--- src/rtl/control_sequencer.sv ---
// Hardwired T-step control sequencer: fetch in T0..T2, then opcode-specific execute steps up to T7.
// Strobes are Moore-decoded from the current step and IRval. Each step lasts one cycle.
module control_sequencer (
    input  logic        clk,
    input  logic        reset,
    input  logic [31:0] IRval,
    input  logic        CON,
    output logic        PCout, PCin, IncPc, MARin, MDRin, MDRout, IRin, Yin,
    output logic        Zin, Zlowin, Zhighin, Zlowout, Zhighout, HIin, HIout, LOin, LOout,
    output logic        read, write,
    output logic        Rin, Rout, GRA, GRB, GRC, BAout, Cout,
    output logic        InPortout, OutPortin,
    output logic [1:0]  mdr_read,
    output logic [3:0]  control,
    output logic        run,
    output logic [2:0]  tstate
);

    typedef enum logic [3:0] {
        S_IDLE, S_T0, S_T1, S_T2, S_T3, S_T4, S_T5, S_T6, S_T7, S_HALT
    } state_t;

    localparam logic [4:0] OP_LD   = 5'b00000, OP_LDI  = 5'b00001, OP_ST   = 5'b00010;
    localparam logic [4:0] OP_ADD  = 5'b00011, OP_SUB  = 5'b00100, OP_AND  = 5'b00101;
    localparam logic [4:0] OP_OR   = 5'b00110, OP_SHR  = 5'b00111, OP_SHL  = 5'b01000;
    localparam logic [4:0] OP_ROR  = 5'b01001, OP_ROL  = 5'b01010, OP_ADDI = 5'b01011;
    localparam logic [4:0] OP_ANDI = 5'b01100, OP_ORI  = 5'b01101, OP_MUL  = 5'b01110;
    localparam logic [4:0] OP_DIV  = 5'b01111, OP_NEG  = 5'b10000, OP_NOT  = 5'b10001;
    localparam logic [4:0] OP_BR   = 5'b10010, OP_JR   = 5'b10011, OP_IN   = 5'b10101;
    localparam logic [4:0] OP_OUT  = 5'b10110, OP_MFHI = 5'b10111, OP_MFLO = 5'b11000;
    localparam logic [4:0] OP_HALT = 5'b11010;

    localparam logic [3:0] ALU_ADD = 4'b0000;

    state_t     state_q, state_d;
    logic [4:0] op;
    logic       unused_fields;
    logic       is_rtype, is_imm, is_muldiv, is_negnot;
    logic [3:0] alu_op;
    logic [2:0] last_t;

    assign op            = IRval[31:27];
    assign unused_fields = ^IRval[26:0];

    assign is_rtype  = (op >= OP_ADD) && (op <= OP_ROL);
    assign is_imm    = (op == OP_ADDI) || (op == OP_ANDI) || (op == OP_ORI);
    assign is_muldiv = (op == OP_MUL) || (op == OP_DIV);
    assign is_negnot = (op == OP_NEG) || (op == OP_NOT);

    always_comb begin
        alu_op = ALU_ADD;
        case (op)
            OP_SUB:           alu_op = 4'b0001;
            OP_AND, OP_ANDI:  alu_op = 4'b0010;
            OP_OR, OP_ORI:    alu_op = 4'b0011;
            OP_SHR:           alu_op = 4'b0100;
            OP_SHL:           alu_op = 4'b0101;
            OP_ROR:           alu_op = 4'b0110;
            OP_ROL:           alu_op = 4'b0111;
            OP_MUL:           alu_op = 4'b1000;
            OP_DIV:           alu_op = 4'b1001;
            OP_NEG:           alu_op = 4'b1010;
            OP_NOT:           alu_op = 4'b1011;
            default:          alu_op = ALU_ADD;
        endcase
    end

    // Final execute step per opcode; single-step, nop and undefined opcodes end at T3.
    always_comb begin
        last_t = 3'd3;
        if (is_rtype || is_imm || op == OP_LDI)     last_t = 3'd5;
        else if (op == OP_LD || op == OP_ST)        last_t = 3'd7;
        else if (is_muldiv || op == OP_BR)          last_t = 3'd6;
        else if (is_negnot)                         last_t = 3'd4;
    end

    always_comb begin
        state_d = state_q;
        case (state_q)
            S_IDLE:  state_d = S_T0;
            S_T0:    state_d = S_T1;
            S_T1:    state_d = S_T2;
            S_T2:    state_d = (op == OP_HALT) ? S_HALT : S_T3;
            S_T3:    state_d = (last_t == 3'd3) ? S_T0 : S_T4;
            S_T4:    state_d = (last_t == 3'd4) ? S_T0 : S_T5;
            S_T5:    state_d = (last_t == 3'd5) ? S_T0 : S_T6;
            S_T6:    state_d = (last_t == 3'd6) ? S_T0 : S_T7;
            S_T7:    state_d = S_T0;
            S_HALT:  state_d = S_HALT;
            default: state_d = S_IDLE;
        endcase
    end

    always_ff @(posedge clk) begin
        if (reset) state_q <= S_IDLE;
        else       state_q <= state_d;
    end

    always_comb begin
        {PCout, PCin, IncPc, MARin, MDRin, MDRout, IRin, Yin} = '0;
        {Zin, Zlowin, Zhighin, Zlowout, Zhighout, HIin, HIout, LOin, LOout} = '0;
        {read, write, Rin, Rout, GRA, GRB, GRC, BAout, Cout} = '0;
        {InPortout, OutPortin} = '0;
        mdr_read = 2'b00;
        control  = ALU_ADD;
        run      = (state_q != S_IDLE) && (state_q != S_HALT);
        tstate   = 3'd0;
        case (state_q)
            S_T0: begin
                tstate = 3'd0;
                {PCout, MARin, IncPc, Zin, Zlowin} = '1;
            end
            S_T1: begin
                tstate   = 3'd1;
                {Zlowout, PCin, read, MDRin} = '1;
                mdr_read = 2'b01;
            end
            S_T2: begin
                tstate = 3'd2;
                {MDRout, IRin} = '1;
            end
            S_T3: begin
                tstate = 3'd3;
                if (is_rtype || is_imm) {GRB, Rout, Yin} = '1;
                else if (is_muldiv)     {GRA, Rout, Yin} = '1;
                else if (is_negnot) begin
                    {GRB, Rout, Zin, Zlowin} = '1;
                    control = alu_op;
                end
                else if (op == OP_LD || op == OP_LDI || op == OP_ST) {GRB, BAout, Yin} = '1;
                else if (op == OP_BR)   {GRA, Rout} = '1;
                else if (op == OP_JR)   {GRA, Rout, PCin} = '1;
                else if (op == OP_IN)   {InPortout, GRA, Rin} = '1;
                else if (op == OP_OUT)  {GRA, Rout, OutPortin} = '1;
                else if (op == OP_MFHI) {HIout, GRA, Rin} = '1;
                else if (op == OP_MFLO) {LOout, GRA, Rin} = '1;
            end
            S_T4: begin
                tstate = 3'd4;
                if (is_rtype) begin
                    {GRC, Rout, Zin, Zlowin} = '1;
                    control = alu_op;
                end
                else if (is_imm) begin
                    {Cout, Zin, Zlowin} = '1;
                    control = alu_op;
                end
                else if (is_muldiv) begin
                    {GRB, Rout, Zin, Zlowin, Zhighin} = '1;
                    control = alu_op;
                end
                else if (is_negnot) {Zlowout, GRA, Rin} = '1;
                else if (op == OP_LD || op == OP_LDI || op == OP_ST) {Cout, Zin, Zlowin} = '1;
                else if (op == OP_BR) {PCout, Yin} = '1;
            end
            S_T5: begin
                tstate = 3'd5;
                if (is_rtype || is_imm || op == OP_LDI)  {Zlowout, GRA, Rin} = '1;
                else if (is_muldiv)                      {Zlowout, LOin} = '1;
                else if (op == OP_LD || op == OP_ST)     {Zlowout, MARin} = '1;
                else if (op == OP_BR)                    {Cout, Zin, Zlowin} = '1;
            end
            S_T6: begin
                tstate = 3'd6;
                if (is_muldiv) {Zhighout, HIin} = '1;
                else if (op == OP_LD) begin
                    {read, MDRin} = '1;
                    mdr_read = 2'b01;
                end
                else if (op == OP_ST)         {GRA, Rout, MDRin} = '1;
                else if (op == OP_BR && CON)  {Zlowout, PCin} = '1;
            end
            S_T7: begin
                tstate = 3'd7;
                if (op == OP_LD)      {MDRout, GRA, Rin} = '1;
                else if (op == OP_ST) write = 1'b1;
            end
            default: ;
        endcase
    end

endmodule

--- config.mk ---
export PLATFORM = sky130hd
export DESIGN_NAME = control_sequencer
export DESIGN_NICKNAME = d
export VERILOG_FILES = /design/src/rtl/control_sequencer.sv
export SDC_FILE = /design/constraint.sdc
export NUM_CORES = 1
export LEC_CHECK = 0
export ABC_AREA = 1
export BUFFER_PORTS_ARGS = -buffer_cell sky130_fd_sc_hd__buf_2
export CORE_MARGIN = 2
export CORE_UTILIZATION = 30
export DETAILED_ROUTE_END_ITERATION = 6
export GPL_TIMING_DRIVEN = 0
export PLACE_DENSITY = 0.71
export SETUP_SLACK_MARGIN = 0.4
export SYNTH_ARGS = -nofsm -noshare
export SYNTH_HDL_FRONTEND = slang
export SYNTH_SLANG_ARGS = --single-unit
--- constraint.sdc ---
create_clock -name clk -period 1.85 [get_ports clk]
set_clock_uncertainty 0.15 [all_clocks]
set_input_delay 0.185 -clock clk [delete_from_list [all_inputs] [get_ports clk]]
set_output_delay 0.185 -clock clk [all_outputs]
set_load 0.02 [all_outputs]
; Word level (Yosys, flattened, before mapping)
; Memory sizes are Yosys's and may differ from the RTL's.
; Index checks and enable logic that the tools add are counted.
[op_classes]
mux = 160
magnitude_cmp = 2
n_shift = 0
n_addsub = 0
bitwise_logic = 0
reduce_logical = 17
n_mul = 0
n_eq_ne = 30
div = 0
[op_table]
columns = cell, n
row1 = two-way mux 1 bit, 127
row2 = "== test 5 bit, second input constant", 9
row3 = case mux 4 bit (9 select lines), 1
row4 = two-way mux 4 bit, 8
row5 = "== test 5 x 4 -> 1 bit, second input constant", 5
row6 = two-way mux 3 bit, 7
row7 = case mux 3 bit (7 select lines), 1
row8 = case mux 1 bit (2 select lines), 9
row9 = "== test 4 x 3 -> 1 bit, second input constant", 4
row10 = case mux 1 bit (4 select lines), 3
row11 = logical OR 1 bit, 10
row12 = "== test 3 bit, second input constant", 3
row13 = "== test 4 x 2 -> 1 bit, second input constant", 2
row14 = "== test 4 bit, second input constant", 2
row15 = case mux 4 bit (2 select lines), 1
row16 = case mux 1 bit (3 select lines), 2
row17 = "== test 5 x 1 -> 1 bit, second input constant", 1
row18 = "== test 5 x 2 -> 1 bit, second input constant", 1
row19 = "greater-or-equal comparator 5 x 2 -> 1 bit, second input constant", 1
row20 = "<= comparator 5 x 4 -> 1 bit, second input constant", 1
row21 = zero test 5 bit, 1
row22 = case mux 1 bit (5 select lines), 1
row23 = "== test 4 x 1 -> 1 bit, second input constant", 1
row24 = zero test 4 bit, 1
row25 = 5 further kinds, 7
[totals]
input_bits = 35
elab_cells = 211
n_memories = 1
mem_bits_ro = 128
ram_bits = 0
out_inout_bits = 38
latch_bits = 0
reg_bits = 4
[mem_list]
columns = memory, words, width, read_ports, rd_ports_with_merged_regs, write_ports, line_no
row1 = (name not given), 32, 4, 1, 0, 0, 52  ; case (op)

; Longest topological paths before layout
[depth]
ltp_word = 12
mapped_depth = 13
depth_no_buf = 12

; Least setup slack after synthesis
; OpenSTA, ideal clock, no wires.
[synth_timing]
path_kind = input-to-output
startpoint = input IRval[27]
endpoint = output Zlowin
t_arrival_ns = 1.775
stages = 11
required_time_ns = 1.515
n_path_buf = 1
slack_ns = -0.260
cell_sequence = inv_1 -> ha_1 -> nor2_1 -> nor2_1 -> nor2_2 -> nand2_4 -> nor2_4 -> nand2_2 -> nand2_1 -> nand4_1 -> buf_4
[synth_between]
elab_chain_len = 9
elab_cells_between_ends = 36
cone_classes = 2 x order compare / 10 x eq/ne / 13 x mux / 11 x reduce/logical
[synth_rtl]
columns = item, line_no
row1 = "start, declared", 6  ; input logic [31:0] IRval,
row2 = == test 5 x 1 -> 1 bit / zero test 5 bit (equally long branches), "153, 158, 160"
row3 = logical OR 1 bit (2 in a row), 153  ; else if (op == OP_LD || op == OP_LDI || op == OP_ST) {Cout, Zin, Zlowin} = '1;
row4 = two-way mux 1 bit (5 in a row), -
row5 = case mux 1 bit (4 select lines) *, -
row6 = "end, declared", 9  ; output logic Zin, Zlowin, Zhighin, Zlowout, Zhighout, HIin, HIout, LOin, LOout,
; Mark *: on every way between the ends. The rest lies on a longest branch, timed or not.

; Worst setup path in the final report
[layout_timing]
startpoint = input IRval[27]
endpoint = output GRA
[layout_between]
elab_chain_len = 12
elab_cells_between_ends = 47
cone_classes = 2 x order compare / 15 x eq/ne / 20 x mux / 10 x reduce/logical
[layout_rtl]
columns = item, line_no
row1 = == test 5 bit, 136  ; else if (op == OP_MFLO) {LOout, GRA, Rin} = '1;
row2 = two-way mux 1 bit, 136
row3 = two-way mux 1 bit, 135  ; else if (op == OP_MFHI) {HIout, GRA, Rin} = '1;
row4 = two-way mux 1 bit, 134  ; else if (op == OP_OUT) {GRA, Rout, OutPortin} = '1;
row5 = two-way mux 1 bit, 133  ; else if (op == OP_IN) {InPortout, GRA, Rin} = '1;
row6 = two-way mux 1 bit, 132  ; else if (op == OP_JR) {GRA, Rout, PCin} = '1;
row7 = two-way mux 1 bit, 131  ; else if (op == OP_BR) {GRA, Rout} = '1;
row8 = two-way mux 1 bit, 130  ; else if (op == OP_LD || op == OP_LDI || op == OP_ST) {GRB, BAout, Yin} = '1;
row9 = two-way mux 1 bit, 126  ; else if (is_negnot) begin
row10 = two-way mux 1 bit, 125  ; else if (is_muldiv) {GRA, Rout, Yin} = '1;
row11 = two-way mux 1 bit, 124  ; if (is_rtype || is_imm) {GRB, Rout, Yin} = '1;
row12 = case mux 1 bit (5 select lines) *, 108  ; case (state_q)
row13 = "end, declared", 11  ; output logic Rin, Rout, GRA, GRB, GRC, BAout, Cout,
; Marked as above.

==> impl_metrics.ini <==
[floorplanning]
ioPinCount = 73
rows = 22
start_util_pct = 31.3
core_area_um2 = 3660
die_w_um = 65.8
die-area_um2 = 4330
dieHeight_um = 65.8

[power_and_ir_drop]
clockPowerShare_pct = 22.5
p_switching_uw = 394
leakage_uw = 0.00124
swShare_pct = 45.7
p_comb_share_pct = 64.5
vdd_ir_drop_max_mv = 0.210
p_int_uw = 468
pwr-share-seq_pct = 12.9
pwr_density_cell_nw_per_um2 = 320

[final_layout]
reg_top3 = state_q (4)
num_antenna_cells = 0
drive_above_1_share_pct = 69.9
nets = 355
regArea_um2 = 92.6
largest-register = state_q
postLayoutCellArea_um2 = 2690
largest_reg_flops = 4
final-instance-count-excl-fill = 360
final_core_util_pct = 73.6
fill_cells = 245
syn2layout_area_growth_pct = 135
multi_input_area_um2 = 1410

[sta]
setup_viol = 16
clock.fmax_ghz = 0.494
fin_crit_ns = 2.02
fin_ws_ns = -0.174
tns_ns = -1.48
slew_viol_final = 0
whs_ns = -0.000818
grt_setup_unrepaired = yes
hold_viol_final = 1
fin_crit_sh_pct = 109

[yosys]
ys_types = 27
syn_inst = 215
syn_area_um2 = 1150
syn_nets = 256
synth_area_leaders = nand2_1 13%, nor2_1 12%, inv_1 9.2%, nand3_1 9.2%, o21ai_0 7.9%
yosysTopAreaCell = nand2_1
synth_top_cell_area_share_pct = 13.1
synth_warnings = 0
syn_avg_cell_area_um2 = 5.33
synth-seq-cells = 4
synth_seq_area_share_pct = 6.99

[grt]
track_usage_pct = 24.5
grt_pass1_vias = 1887
grt_pass1_wl_um = 8560
antenna_found_initial = 0
grt_max_degree = 11
overflow = 0

[placed_design]
portBuffers = 44
dpl-instance-area_um2 = 1600
dp_hpwl_um = 3100
dp_cells = 307
gp_congestion = 0.932

[setup_path]
crit_path_top_delay_cell = a21oi_2
worst-path-buf-inv = 4
critPathArrivalTime_ns = 1.69
cp_top_family = buffers and inverters
end_kind = primary output
required_ns = 1.51
path_common_cell = nor2_4
crit_path_start_kind = input pin
crit_chain = buf_12 > clkinvlp_4 > ha_4 > nor2_4 > nor2_4 > nor2_4 > buf_4 > nand3_2 > a21oi_2 > nand3_1 > buf_2
worstSetupPathType = in -> out
cp_max_fo = 4
slowest_delay_ns = 0.23

[routing]
first_pass_iters = 5
via_per_inst = 5.73
drt_iter0_markers = 323
drtAntennaViolNets = 0
totalWireLength_um = 6410
wl_per_cell_um = 17.8
vias = 2061
drcViolationCount = 0

[min_path]
worst_hold_path_type = in -> reg

[outcome]
status = complete, but fails checks
violations = hold timing, setup timing

[clock_tree]
h-tree-depth = 1
cts_sinks = 4
cts_tree = done
clk_pin_slew_ns = 0.04
cts_made_buffers = 3
cts_hold_buf = 0
clk_latency_ns = 0.23
root_buffer = clkbuf_8
clockBufferDepth = 2

[run]
max_cap_viol_count = 0
-- worst register-to-register path, delay by kind of cell (launching register included) --
kind	cells	cell delay [ns]
buffers and inverters	4	0.46
flip-flops	1	0.40
AND/OR/NAND/NOR	5	0.61
-- layer usage --
layer	global-route usage, %	share of wire [%]	vias to the layer above
met3	2.73	9.2	45
met5	0	0	-
met2	42.6	49	154
met1	29.9	37	964
met4	11.7	4.9	0
li1	-	-	898
-- cell type report --
cell class / count / area share (%)
plain buffers: 5 / 1.58
clock buffers: 3 / 1.53
inverters: 36 / 6.73
multi-input cells: 171 / 52.3
flip-flops and latches: 4 / 3.44
well taps: 48 / 2.23
repair buffers: 93 / 32.2
-- metrics by stage --
| step | total power (uW) | hold slack (ns) | worst slack, ns |
|---|---|---|---|
| floorplan | 329 | 0.104 | -0.123 |
| global placement | 409 | 0.237 | -0.315 |
| detailed placement | 412 | 0.236 | -0.345 |
| CTS | 741 | 0.00667 | -0.0633 |
| global route | 897 | -0.0000930 | -0.214 |
| finish | 862 | -0.000818 | -0.174 |
-- cells in the final DEF, fill, tap and decap left out, drive strengths merged, types with 2 or more instances in the layout --
master   n
nor2    47
a21oi    5
nand4    9
ha       6
nor3     8
dfxtp    4
o21ai   19
nor4     2
clkbuf   3
nand3   22
inv     35
buf     98
nand2   48
-- timing repair --
action                                  CTS  global route
buffers inserted                         37            12
endpoints found under the setup margin   41            41
gates resized for setup                 122            68
gates cloned                              1             0
pin swaps                                31            28
-- worst paths after layout --
| path | start | end | slack, ns | depth (start not counted) |
|---|---|---|---|---|
| hold / removal | reset | state_q[3] | -0.0008 | 2 |
| setup / recovery | IRval[27] | GRA | -0.17 | 11 |
| setup reg to reg | state_q[2] | state_q[1] | 0.16 | 9 |
| hold reg to reg | state_q[3] | state_q[3] | 0.61 | 4 |
-- power groups by stage --
stage	sequential, uW	combinational, uW	clock, uW
floorplan	99.3	230	0
global placement	102	307	0
detailed placement	101	311	0
CTS	105	452	185
global route	112	585	200
finish	111	556	194
-- synth_stat cells --
cell type and n:
nor2_1 36, dfxtp_1 4, nand3_1 21, nand4_1 9, nor2_2 4, buf_4 4, buf_2 1, inv_1 28
nand3_2 1, a21oi_1 4, nor3_2 1, nand2_4 1, nor4_1 2, a31oi_1 1, nand2_1 40, o21bai_1 1
nand2_2 7, nor2_4 6, o21a_1 1, o21ai_0 18, nor3_1 7, inv_2 8, conb_1 1, ha_1 6
o22ai_1 1, a21oi_2 1, o21ai_2 1
-- cell families after synthesis --
logic type / count (synthesis) / synth area share [%]
simple gates: 135 / 57.7
buf+inv: 41 / 14.8
compound gates: 28 / 13.5
fa+ha+maj: 6 / 6.55
flops: 4 / 6.99
other cells: 1 / 0.327
No activity file was read; power rests on OpenSTA's default activity.
